[config.mk]
export PLATFORM = sky130hd
export DESIGN_NAME = fp_int_converter
export DESIGN_NICKNAME = d
export VERILOG_FILES = /design/src/rtl/fp_int_converter.sv
export SDC_FILE = /design/constraint.sdc
export NUM_CORES = 1
export LEC_CHECK = 0
export CAP_MARGIN = 30
export CORE_MARGIN = 4
export CORE_UTILIZATION = 40
export DETAILED_ROUTE_END_ITERATION = 16
export PLACE_DENSITY_LB_ADDON = 0.3
export RECOVER_POWER = 50
export SKIP_LAST_GASP = 1
export SLEW_MARGIN = 10
export SYNTH_ARGS = -nofsm -noshare
export SYNTH_HDL_FRONTEND = slang
export SYNTH_SLANG_ARGS = --single-unit
export TNS_END_PERCENT = 10
[constraint.sdc]
create_clock -name clk -period 3.9 [get_ports clk]
set_clock_uncertainty 0.1 [all_clocks]
set_input_delay 0.78 -clock clk [delete_from_list [all_inputs] [get_ports clk]]
set_output_delay 0.78 -clock clk [all_outputs]
set_load 0.05 [all_outputs]
[src/rtl/fp_int_converter.sv]
// fp_int_converter: iterative IEEE-754 single <-> int32 converter (cvt.w.s / cvt.s.w).
// One shifter bit per cycle under a start/busy/done handshake; truncation toward zero.
// QNAN_CONST / SNAN_CONST are the canonical NaN encodings shared with FP_Adder.
module fp_int_converter #(
    parameter logic [31:0] NAN_INT_RESULT  = 32'h7FFF_FFFF,
    parameter logic        SAT_ON_OVERFLOW = 1'b1,
    parameter logic [31:0] QNAN_CONST      = 32'h7FC0_0000,
    parameter logic [31:0] SNAN_CONST      = 32'h7FA0_0000
) (
    input  logic        clk,
    input  logic        rst_n,
    input  logic        start,
    input  logic        mode,
    input  logic [31:0] operand,
    output logic        busy,
    output logic        done,
    output logic [31:0] result,
    output logic        qNaN,
    output logic        sNaN,
    output logic        overflow,
    output logic        inexact
);

    localparam int unsigned DW  = 32;
    localparam int unsigned EW  = 8;
    localparam int unsigned CW  = 6;

    localparam logic [EW-1:0] EXP_INT_TOP = 8'd158;   // exponent of 2^31
    localparam logic [EW-1:0] EXP_UNITY   = 8'd150;   // exponent where mantissa LSB weighs 1
    localparam logic [EW-1:0] EXP_ONE     = 8'd127;
    localparam logic [DW-1:0] INT_MIN     = 32'h8000_0000;
    localparam logic [DW-1:0] INT_MAX     = 32'h7FFF_FFFF;
    localparam logic [DW-1:0] FLT_NEG_2P31 = 32'hCF00_0000;

    typedef enum logic [1:0] {
        IDLE  = 2'd0,
        SETUP = 2'd1,
        SHIFT = 2'd2,
        DONE  = 2'd3
    } state_t;

    state_t        state_q, state_d;
    logic          mode_q, mode_d;
    logic [DW-1:0] op_q, op_d;
    logic [DW-1:0] mag_q, mag_d;
    logic [EW-1:0] exp_q, exp_d;
    logic [CW-1:0] cnt_q, cnt_d;
    logic          shl_q, shl_d;
    logic          special_q, special_d;
    logic [DW-1:0] spec_res_q, spec_res_d;
    logic          pq_q, pq_d;
    logic          ps_q, ps_d;
    logic          po_q, po_d;
    logic          sticky_q, sticky_d;
    logic          busy_q, busy_d;
    logic          done_q, done_d;
    logic [DW-1:0] result_q, result_d;
    logic          qnan_q, qnan_d;
    logic          snan_q, snan_d;
    logic          ovf_q, ovf_d;
    logic          inexact_q, inexact_d;

    logic          op_sign;
    logic [EW-1:0] op_exp;
    logic [22:0]   op_frac;
    logic [DW-1:0] op_abs;
    logic [CW-1:0] op_clz;
    logic [DW-1:0] sat_res;

    // Leading-zero count of a nonzero word (returns 32 for zero, never used)
    function automatic logic [CW-1:0] clz32(input logic [DW-1:0] v);
        logic [CW-1:0] n;
        n = 6'd32;
        for (int i = 0; i < 32; i++) begin
            if (v[i]) n = 6'(31 - i);
        end
        return n;
    endfunction

    // Field decode of the captured operand
    assign op_sign = op_q[31];
    assign op_exp  = op_q[30:23];
    assign op_frac = op_q[22:0];
    assign op_abs  = op_sign ? (32'd0 - op_q) : op_q;
    assign op_clz  = clz32(op_abs);
    assign sat_res = op_sign ? INT_MIN : INT_MAX;

    // State and datapath registers
    always_ff @(posedge clk or negedge rst_n) begin
        if (!rst_n) begin
            state_q    <= IDLE;
            mode_q     <= 1'b0;
            op_q       <= '0;
            mag_q      <= '0;
            exp_q      <= '0;
            cnt_q      <= '0;
            shl_q      <= 1'b0;
            special_q  <= 1'b0;
            spec_res_q <= '0;
            pq_q       <= 1'b0;
            ps_q       <= 1'b0;
            po_q       <= 1'b0;
            sticky_q   <= 1'b0;
            busy_q     <= 1'b0;
            done_q     <= 1'b0;
            result_q   <= '0;
            qnan_q     <= 1'b0;
            snan_q     <= 1'b0;
            ovf_q      <= 1'b0;
            inexact_q  <= 1'b0;
        end else begin
            state_q    <= state_d;
            mode_q     <= mode_d;
            op_q       <= op_d;
            mag_q      <= mag_d;
            exp_q      <= exp_d;
            cnt_q      <= cnt_d;
            shl_q      <= shl_d;
            special_q  <= special_d;
            spec_res_q <= spec_res_d;
            pq_q       <= pq_d;
            ps_q       <= ps_d;
            po_q       <= po_d;
            sticky_q   <= sticky_d;
            busy_q     <= busy_d;
            done_q     <= done_d;
            result_q   <= result_d;
            qnan_q     <= qnan_d;
            snan_q     <= snan_d;
            ovf_q      <= ovf_d;
            inexact_q  <= inexact_d;
        end
    end

    // Next-state, classification, shifter and output staging
    always_comb begin
        state_d    = state_q;
        mode_d     = mode_q;
        op_d       = op_q;
        mag_d      = mag_q;
        exp_d      = exp_q;
        cnt_d      = cnt_q;
        shl_d      = shl_q;
        special_d  = special_q;
        spec_res_d = spec_res_q;
        pq_d       = pq_q;
        ps_d       = ps_q;
        po_d       = po_q;
        sticky_d   = sticky_q;
        busy_d     = busy_q;
        done_d     = 1'b0;
        result_d   = result_q;
        qnan_d     = qnan_q;
        snan_d     = snan_q;
        ovf_d      = ovf_q;
        inexact_d  = inexact_q;

        unique case (state_q)
            IDLE: begin
                if (start) begin
                    state_d   = SETUP;
                    busy_d    = 1'b1;
                    mode_d    = mode;
                    op_d      = operand;
                    qnan_d    = 1'b0;
                    snan_d    = 1'b0;
                    ovf_d     = 1'b0;
                    inexact_d = 1'b0;
                end
            end

            SETUP: begin
                // Specials resolve here with N=0; the normal path loads the shifter
                state_d    = SHIFT;
                special_d  = 1'b1;
                spec_res_d = '0;
                cnt_d      = '0;
                mag_d      = '0;
                exp_d      = EXP_INT_TOP;
                shl_d      = 1'b1;
                pq_d       = 1'b0;
                ps_d       = 1'b0;
                po_d       = 1'b0;
                sticky_d   = 1'b0;
                if (!mode_q) begin
                    if (op_q == SNAN_CONST) begin
                        ps_d       = 1'b1;
                        spec_res_d = NAN_INT_RESULT;
                    end else if (op_q == QNAN_CONST) begin
                        pq_d       = 1'b1;
                        spec_res_d = NAN_INT_RESULT;
                    end else if (op_exp == 8'hFF && op_frac == 23'd0) begin
                        po_d       = 1'b1;
                        spec_res_d = sat_res;
                    end else if (op_exp < EXP_ONE) begin
                        sticky_d   = |op_q[30:0];
                    end else if (op_q == FLT_NEG_2P31) begin
                        spec_res_d = INT_MIN;
                    end else if (op_exp >= EXP_INT_TOP) begin
                        po_d       = 1'b1;
                        spec_res_d = SAT_ON_OVERFLOW ? sat_res : NAN_INT_RESULT;
                    end else begin
                        special_d = 1'b0;
                        mag_d     = {8'd0, 1'b1, op_frac};
                        if (op_exp > EXP_UNITY) begin
                            shl_d = 1'b1;
                            cnt_d = CW'(op_exp - EXP_UNITY);
                        end else begin
                            shl_d = 1'b0;
                            cnt_d = CW'(EXP_UNITY - op_exp);
                        end
                    end
                end else if (op_q != '0) begin
                    special_d = 1'b0;
                    mag_d     = op_abs;
                    cnt_d     = op_clz;
                    shl_d     = 1'b1;
                end
            end

            SHIFT: begin
                if (cnt_q == '0) begin
                    state_d   = DONE;
                    done_d    = 1'b1;
                    qnan_d    = pq_q;
                    snan_d    = ps_q;
                    ovf_d     = po_q;
                    inexact_d = sticky_q | (mode_q & ~special_q & (|mag_q[7:0]));
                    if (special_q) begin
                        result_d = spec_res_q;
                    end else if (mode_q) begin
                        result_d = {op_sign, exp_q, mag_q[30:8]};
                    end else begin
                        result_d = op_sign ? (32'd0 - mag_q) : mag_q;
                    end
                end else begin
                    cnt_d = cnt_q - 6'd1;
                    if (shl_q) begin
                        mag_d = {mag_q[30:0], 1'b0};
                        exp_d = exp_q - 8'd1;
                    end else begin
                        mag_d    = {1'b0, mag_q[31:1]};
                        sticky_d = sticky_q | mag_q[0];
                    end
                end
            end

            DONE: begin
                state_d = IDLE;
                busy_d  = 1'b0;
            end

            default: begin
                state_d = IDLE;
                busy_d  = 1'b0;
            end
        endcase
    end

    assign busy     = busy_q;
    assign done     = done_q;
    assign result   = result_q;
    assign qNaN     = qnan_q;
    assign sNaN     = snan_q;
    assign overflow = ovf_q;
    assign inexact  = inexact_q;

endmodule

==> results of run 1 <==
cell usage after synthesis (all sizes together) (24+ instances only):
cell	count
nand2	82
buf	24
xor2	26
nor2	99
mux2	58
a21oi	80
dfrtp	127
clkbuf	85
xnor2	41
inv	34
nor3	34
o21ai	84
logic make-up after synthesis:
group,count (synthesis),synth area share
mux,80,0.0905
compound gates,355,0.251
flops,127,0.329
simple gates,354,0.189
xor+xnor,67,0.0608
buf+inv,145,0.0595
fa+ha+maj,15,0.0194
how the worst min path moves through the flow:
stage / from / end / slack (ns) / depth (start not counted)
after CTS: result[23] / result[23] / 0.39 / 2
after global placement: result[0] / result[0] / 0.36 / 2
after detailed placement: result[23] / result[23] / 0.37 / 2
after floorplan: sticky_q / sticky_q / 0.36 / 1
final: rst_n / op_q[23] / 0.17 / 1
after global routing: rst_n / op_q[23] / 0.20 / 1
state kept, by name (all words and copies together), names as in the netlist:
name / count
ps_q: 1
sticky_q: 1
po_q: 1
state_q: 2
qNaN: 1
overflow: 1
exp_q: 8
op_q: 32
cnt_q: 6
sNaN: 1
inexact: 1
done: 1
special_q: 1
mode_q: 1
spec_res_q: 2
pq_q: 1
shl_q: 1
mag_q: 32
result: 32
busy: 1
through the flow:
stage / std cells / power (mW) / instance area, sq um
floorplan: 1143 / 7.62 / 9650
global placement: 1475 / 9.67 / 10800
detailed placement: 1476 / 9.75 / 10800
CTS: 1508 / 11.5 / 11400
global route: 1510 / 12.5 / 11400
finish: 1510 / 11.7 / 11400
cell type report:
cell class              count  area (sq um)  share of cell area
well taps                 319           399              0.0349
clock inverters            12           184              0.0161
multi-input cells         871          5930               0.519
clock buffers              20           447              0.0391
inverters                  36           135              0.0118
flip-flops and latches    127          3180               0.278
repair buffers            125          1150               0.101
where the power goes:
part	switching, mW	leakage, nW	internal, mW
clock network	0.639	0.301	1.09
logic	4.20	2.58	2.84
registers	0.977	1.58	1.92
total	5.81	4.46	5.85
critical path: stages (launching register included):
cell and delay (ns):
dfrtp_1 0.50, ha_1 0.32, and4_1 0.29, or4b_2 0.59, o41ai_1 0.39, nor3_1 0.21
buf_2 0.21, buf_4 0.15, and3_1 0.16, a21oi_1 0.26, a2bb2oi_1 0.21, o31ai_1 0.10
layer usage:
layer  wire, um  vias to the layer above
met5          0                        -
met4        944                        0
met3       2010                       63
met2      12300                      342
met1      13800                     4252
li1           -                     4301
==> key figures, run 1 <==
Synth
  – Post-synth EDFFs: 0
  – Mapped Nets: 1,194
  – Post-synth top area share: 0.329
  – Sequential share of the synthesized area: 0.329
  – Post-Syn Area: between 0.009 and 0.01 sq mm
  – Primary FF master, synth: dfrtp_1
  – Seq cells post-synth: 127
  – Post-synth ARST share: 1.00
  – Syn_area_per_cell: 8.44 sq um
  – Post-synth top area cell: dfrtp_1
  – Top cells by area, synth: dfrtp_1, mux2_2, a21oi_1
  – Gate Count Post-Synth: 1,143
  – Netlist cell types: a little over 80
  – Syn. warnings: 0

Floorplanning
  – Die extent in y: approximately 160 um
  – Core Area: 0.0236 sq mm
  – Die ar.: 0.0267 sq mm
  – Die width: 163 um
  – Io pins: 74
  – Row cnt: 56
  – Initial Util: 0.409

GRT
  – GRT Total Usage: 0.220
  – Met1 GRT Util: 0.320
  – Largest net degree at the start of global routing: 82
  – Grt total ovfl: 0
  – Vias in the first global route: approximately 8,500
  – Met3 usage: 0.0472
  – Initial antenna violation count: 0
  – First-pass GRT wire length: 47,000 um
  – Grt met2 use: 0.323
  – Most Used Layer, Global Route: met2

CTS
  – Post-CTS sizing: 0
  – Post-CTS setup buffers: 0
  – Max Buffers Root-to-Sink: 2
  – Worst-path clk slew: 0.06 ns
  – CTS tree: built
  – CTS Buf Count: 17
  – # clock sinks: 127
  – H-tree levels: 4
  – Clock Latency Late Sink: 0.44 ns
  – Root buf cell: clkbuf_16
  – Hold-fix buffers at CTS: 0

Timing
  – WHS: around 0.17 ns
  – Final hold violation count: 0
  – Fin crit period: about 3.6 ns
  – Setup TNS: 0 ns
  – Worst Setup Slack, final: about 0.28 ns
  – Final Slew Violations: 98
  – Max Freq: 276 MHz
  – Final setup fails: 0
  – RSZ-0062 raised after global routing: false
  – Slew at the pin closest to its max-slew limit: around 1.8 ns
  – Worst relative slew slack: -0.199
  – Part of the cycle the worst path needs: 0.928

Critical path
  – Crit end category: flop
  – Reg2reg end: cnt_q[1]
  – CP startpoint: op_q[25]
  – Reg2Reg Depth: 11
  – Arrival @ worst endpoint: 3.82 ns
  – Critical path type: reg2reg
  – Setup crit end: cnt_q[1]
  – Critical Path Fanout Max: 9
  – Crit path required time: about 4.1 ns
  – R2r setup slk: 0.28 ns
  – Crit Reg-Reg Startpoint: op_q[25]
  – Critical Path Source Type: flop

Final layout
  – Most frequent cells in the layout: dfrtp_1, nor2_1, nand2_1
  – Layout cells sized above 1: 0.145
  – Post-Route Utilization: 0.484
  – Nets: 1,229
  – Most common cell after layout, fill and taps aside: dfrtp_1
  – Fillers: between 2,000 and 2,500
  – # diodes: 0
  – Area growth from synthesis to layout: 18.4%

Hold path
  – Hold Crit Class: in2async

Drt
  – Vias/cell: 5.93
  – DR WL/cell: between 15 and 20 um
  – Vias: 8,958
  – Number of routed nets with antenna violations: 0
  – Initial DRC count: 939
  – DR pass1 iterations: 6
  – Total Wirelength: 29,100 um
  – DRC: 0

Outcome
  – Status: complete, but fails checks
  – Failing checks: max-capacitance violations, max-slew violations

Job
  – Max cap viols: 2

Placed design
  – Detailed placement HPWL: 21,000 um
  – # port buffers: 73
  – RePlAce Congestion: 0.979
  – DP Worst Slack: 0.410 ns

Power
  – Power Density: 1020 mW/mm^2
  – Lkg Pwr: ~4.5 nW
  – Max VDD drop: 0.000417 V
(Power assumes the default switching activity.)
==> inputs of run 2 (changes only) <==
CORE_MARGIN = 10   (was 4)
==> run 2 against run 1 <==
The run still ends with max-capacitance violations, max-slew violations left; sequential cell count unchanged; combinational power increased by 0.6%; die area increased by 15%; critical path depth decreased by 1; largest cell class unchanged; critical endpoint is now cnt_q[4]; via count decreased by 0.10%; largest power group unchanged; highest routed layer unchanged.
==> key figures, run 2 (synthesis gave the netlist of run 1 again) <==
Timing
  – WHS: 0.384 ns
  – Final setup fails: 0
  – Max Freq: 289 MHz
  – Final hold violation count: 0
  – Fin crit period: 3.45 ns
  – RSZ-0062 raised after global routing: false
  – Slew at the pin closest to its max-slew limit: between 1.5 and 2 ns
  – Setup TNS: 0 ns
  – Final Slew Violations: 96
  – Part of the cycle the worst path needs: 0.886
  – Worst relative slew slack: -0.329

Power
  – Flop pwr share: 0.242
  – Switching power: about 5.7 mW
  – Lkg Pwr: 4.45 nW
  – Int Power: approximately 5.8 mW
  – Combinational power share: 0.616
  – Sw Ratio: 0.499
  – Clock share of power: 0.142
  – Power Density: ~1000 mW/mm^2
  – Max VDD drop: 0.000385 V

Critical path
  – Reg2Reg Depth: 10
  – Arrival @ worst endpoint: ~3.7 ns
  – Crit Reg-Reg Startpoint: op_q[0]
  – Cell family with most CP delay: simple AND/OR/NAND/NOR gates
  – Slowest-stage cell, CP: or3b_2
  – Critical Path Source Type: flop
  – Reg2reg end: cnt_q[4]
  – R2r setup slk: about 0.45 ns
  – Critical Path Fanout Max: 11
  – Crit-path max cell delay: 0.50 ns
  – Crit end category: flop
  – Critical path type: reg2reg
  – Critical path buffers and inverters: 1
  – Worst path cell trace: inv_1 -> ha_1 -> or3b_2 -> or4_1 -> o21ai_1 -> a32o_1 -> o21a_1 -> nor3b_2 -> o211ai_1 -> a221oi_1
  – Crit path required time: 4.11 ns

Drt
  – Total Wirelength: 29,400 um
  – Initial DRC count: roughly 1,100
  – Vias: 8,949
  – DR pass1 iterations: 5
  – DRC: 0
  – Vias/cell: approximately 5.9
  – DR WL/cell: a little under 20 um
  – Number of routed nets with antenna violations: 0

Hold path
  – Hold Crit Class: reg2reg
  – Hold_sp: result[16]
  – Min-Delay Path Depth: 1
  – Hold Path Sink: result[16]

Floorplanning
  – Io pins: 74
  – Initial Util: 0.409
  – Die extent in y: approximately 180 um
  – Row cnt: 56
  – Die width: 175 um
  – Die ar.: just over 0.03 sq mm
  – Core Area: about 0.024 sq mm

GRT
  – Largest net degree at the start of global routing: 62
  – Met1 GRT Util: 0.277
  – GRT Total Usage: 0.191
  – Met3 usage: 0.0420
  – First-pass GRT wire length: between 40,000 and 50,000 um
  – Vias in the first global route: 8,654
  – Grt met2 use: 0.278
  – Grt total ovfl: 0
  – Most Used Layer, Global Route: met2
  – Initial antenna violation count: 0

CTS
  – CTS Buf Count: 17
  – Root buf cell: clkbuf_16
  – Hold-fix buffers at CTS: 0
  – CTS tree: built
  – Worst-path clk slew: 0.06 ns
  – Max Buffers Root-to-Sink: 2
  – Post-CTS setup buffers: 0
  – H-tree levels: 4
  – Post-CTS sizing: 0
  – # clock sinks: 127
  – Clock Latency Late Sink: between 0.4 and 0.5 ns

Final layout
  – Final Non-Filler Cells: 1,511
  – Most frequent cells in the layout: dfrtp_1, nor2_1, nand2_1
  – Post-Layout Inst Area: 0.0114 sq mm
  – Most common cell after layout, fill and taps aside: dfrtp_1
  – # diodes: 0
  – Area growth from synthesis to layout: 18.0%
  – Layout cells sized above 1: 0.148
  – Post-Route Utilization: 0.482
  – Nets: 1,231

Placed design
  – Post-placement cell area: 0.0108 sq mm
  – Detailed placement HPWL: 21,200 um
  – Placed Cells: 1,477
  – RePlAce Congestion: approximately 0.95
  – # port buffers: 73

Job
  – Max cap viols: 2

Outcome
  – Status: complete, but fails checks
  – Failing checks: max-capacitance violations, max-slew violations
## run 2: metal layers
layer	wire [um]	part of all wire
met1	14100	0.48
met2	12500	0.43
met3	2260	0.077
met4	505	0.017
met5	0	0
## run 2: worst register-to-register path: stages, from the launching register on
cell      delay [ns]
dfrtp_1         0.38
inv_1           0.15
ha_1            0.40
or3b_2          0.50
or4_1           0.49
o21ai_1         0.16
a32o_1          0.22
o21a_1          0.14
nor3b_2         0.31
o211ai_1        0.16
a221oi_1        0.34
## run 2: stage by stage
step	setup slack, ns	total power, mW
finish	0.446	11.5
global route	0.187	12.4
CTS	0.454	11.4
detailed placement	0.482	9.70
global placement	0.553	9.66
floorplan	0.789	7.62
## run 2: power groups by stage
stage | Sequential [mW] | Combinational, mW | Clock [mW]
after floorplan | 2.94 | 4.69 | 0
after global placement | 2.80 | 6.86 | 0
after detailed placement | 2.82 | 6.88 | 0
after CTS | 2.80 | 6.92 | 1.65
after global routing | 2.89 | 7.78 | 1.72
final | 2.78 | 7.08 | 1.63
## run 2: cell type report
type                    instances  area, sq um
multi-input cells             871         5930
well taps                     319          399
clock buffers                  22          484
fillers                      2288        12200
repair buffers                127         1150
clock inverters                 9          108
flip-flops and latches        127         3180
inverters                      36          135
## run 2: worst max path at each step
stage / cells past startpoint / end / from
2_1_floorplan: 11 / cnt_q[0] / op_q[1]
3_3_place_gp: 10 / cnt_q[0] / op_q[0]
3_5_place_dp: 10 / cnt_q[4] / op_q[0]
4_1_cts: 10 / cnt_q[4] / op_q[0]
5_1_grt: 10 / cnt_q[4] / op_q[0]
6_report: 10 / cnt_q[4] / op_q[0]
==> inputs of run 3 (changes only) <==
--- a/config.mk
+++ b/config.mk
@@ -12,4 +12,5 @@
 export PLACE_DENSITY_LB_ADDON = 0.3
 export RECOVER_POWER = 50
+export SETUP_SLACK_MARGIN = 0.5
 export SKIP_LAST_GASP = 1
 export SLEW_MARGIN = 10
==> constraint.sdc (replaced) <==
create_clock -name clk -period 3.9 [get_ports clk]
set_clock_uncertainty 0.1 [all_clocks]
set_input_delay 0.78 -clock clk [delete_from_list [all_inputs] [get_ports clk]]
set_output_delay 0.78 -clock clk [all_outputs]
set_load 0.1 [all_outputs]
==> run 3 against run 2 <==
The run still ends with max-capacitance violations, max-slew violations left; highest routed layer unchanged; sequential share of layout area is 0.30 points lower; global-route usage stayed put; via count is 0.51% higher; die area stayed put.
==> key figures, run 3 (synthesis gave the netlist of run 1 again) <==
Critical path
  – Crit end category: flop
  – Crit Reg-Reg Startpoint: op_q[3]
  – Reg2reg end: mag_q[2]
  – Crit path required time: ~4 ns
  – Critical Path Source Type: flop
  – Arrival @ worst endpoint: 3.59 ns
  – Critical Path Fanout Max: 21
  – R2r setup slk: 0.53 ns
  – Reg2Reg Depth: 9
  – Critical path type: reg2reg

Drt
  – DR pass1 iterations: 5
  – Vias/cell: about 5.9
  – Total Wirelength: roughly 30,000 um
  – Number of routed nets with antenna violations: 0
  – Vias: 8,995
  – Initial DRC count: 1,144
  – DRC: 0
  – DR WL/cell: 19.6 um

Final layout
  – Post-Layout Inst Area: 0.0115 sq mm
  – # diodes: 0
  – Most frequent cells in the layout: dfrtp_1, nor2_1, nand2_1
  – Area growth from synthesis to layout: 19.3%
  – Most common cell after layout, fill and taps aside: dfrtp_1
  – Sequential cell area: 0.00318 sq mm
  – Fillers: 2,281
  – Layout cells sized above 1: 0.159
  – Area occupied by multi-input gates: between 0.006 and 0.007 sq mm
  – Final Non-Filler Cells: 1,513
  – Nets: 1,233

Timing
  – RSZ-0062 raised after global routing: true
  – Part of the cycle the worst path needs: 0.864
  – Worst relative slew slack: -0.322
  – Max Freq: slightly below 300 MHz
  – Final setup fails: 0
  – Fin crit period: 3.37 ns
  – Setup TNS: 0 ns
  – Final Slew Violations: 96
  – Slew at the pin closest to its max-slew limit: slightly below 2 ns
  – Final hold violation count: 0

Floorplanning
  – Core Area: 0.0236 sq mm
  – Die extent in y: about 180 um
  – Initial Util: 0.409
  – Io pins: 74
  – Die width: ~180 um
  – Die ar.: 0.0307 sq mm
  – Row cnt: 56

GRT
  – Initial antenna violation count: 0
  – First-pass GRT wire length: 48,200 um
  – GRT Total Usage: 0.191
  – Largest net degree at the start of global routing: 62
  – Vias in the first global route: a little under 9,000
  – Grt total ovfl: 0

Job
  – Max cap viols: 2

Outcome
  – Status: complete, but fails checks
  – Failing checks: max-capacitance violations, max-slew violations

Hold path
  – Hold_sp: result[16]
  – Min-Delay Path Depth: 1
  – Hold Path Sink: result[16]
  – Hold Crit Class: reg2reg

CTS
  – H-tree levels: 4
  – CTS tree: built
  – Max Buffers Root-to-Sink: 2
  – Worst-path clk slew: 0.06 ns
  – # clock sinks: 127
  – Clock Latency Late Sink: 0.43 ns
  – Root buf cell: clkbuf_16
  – CTS Buf Count: 17

Placed design
  – Placed Cells: 1,477
  – Post-placement cell area: 0.0108 sq mm
  – Detailed placement HPWL: about 21,000 um
  – RePlAce Congestion: 0.947
  – # port buffers: between 70 and 80
-- run 3: cell types whose count changed in the layout (fill, tap and decap cells not counted), sizes merged --
cell and change:
buf +1, or4 +1
-- run 3: worst max-delay path by stage --
stage,from,end,slack [ns],cells after the start
after floorplan,op_q[1],cnt_q[0],0.79,11
after global placement,op_q[0],cnt_q[0],0.55,10
after detailed placement,op_q[0],cnt_q[4],0.48,10
after CTS,op_q[25],cnt_q[4],0.51,11
after global routing,op_q[3],cnt_q[4],0.45,8
final,op_q[3],mag_q[2],0.53,9
-- run 3: layout make-up --
type | instances | area share
well taps | 319 | 0.0347
flip-flops and latches | 127 | 0.276
inverters | 36 | 0.0117
clock inverters | 9 | 0.00935
clock buffers | 22 | 0.0421
multi-input cells | 872 | 0.526
repair buffers | 128 | 0.100
-- run 3: layer usage --
layer  track usage  up-vias  wire (um)
met5             0        -          0
met4        0.0551        0        588
met3        0.0420       44       2170
met2         0.278      379      12700
met1         0.277     4244      14200
li1              -     4328          -
-- run 3: per-stage QoR --
stage	setup WS (ns)	hold WS (ns)	utilization
2_1_floorplan	0.789	0.361	-
5_1_grt	0.446	0.405	0.487
3_3_place_gp	0.553	0.365	0.456
3_5_place_dp	0.482	0.372	0.456
4_1_cts	0.514	0.386	0.481
6_report	0.529	0.384	0.487
-- run 3: critical path, cell delays in order, from the launching register on --
cell,delay [ns]
dfrtp_1,0.51
or4_4,0.66
or4_1,0.57
o41ai_2,0.46
buf_12,0.21
nand2b_1,0.22
nor2_1,0.07
o21ai_0,0.15
o211ai_1,0.15
o21a_1,0.14
-- run 3: what timing repair did --
item | in CTS | in global routing
cloned | 0 | 1
pin swaps | 1 | 2
buffers inserted | 0 | 1
setup endpoints to repair | 3 | 12
gates resized for setup | 1 | 19
hold buffers | 0 | 0
Power of run 3 is left out: the tool's default activity adds up to more than one toggle a clock period on the data nets, which glitch-free logic cannot reach.
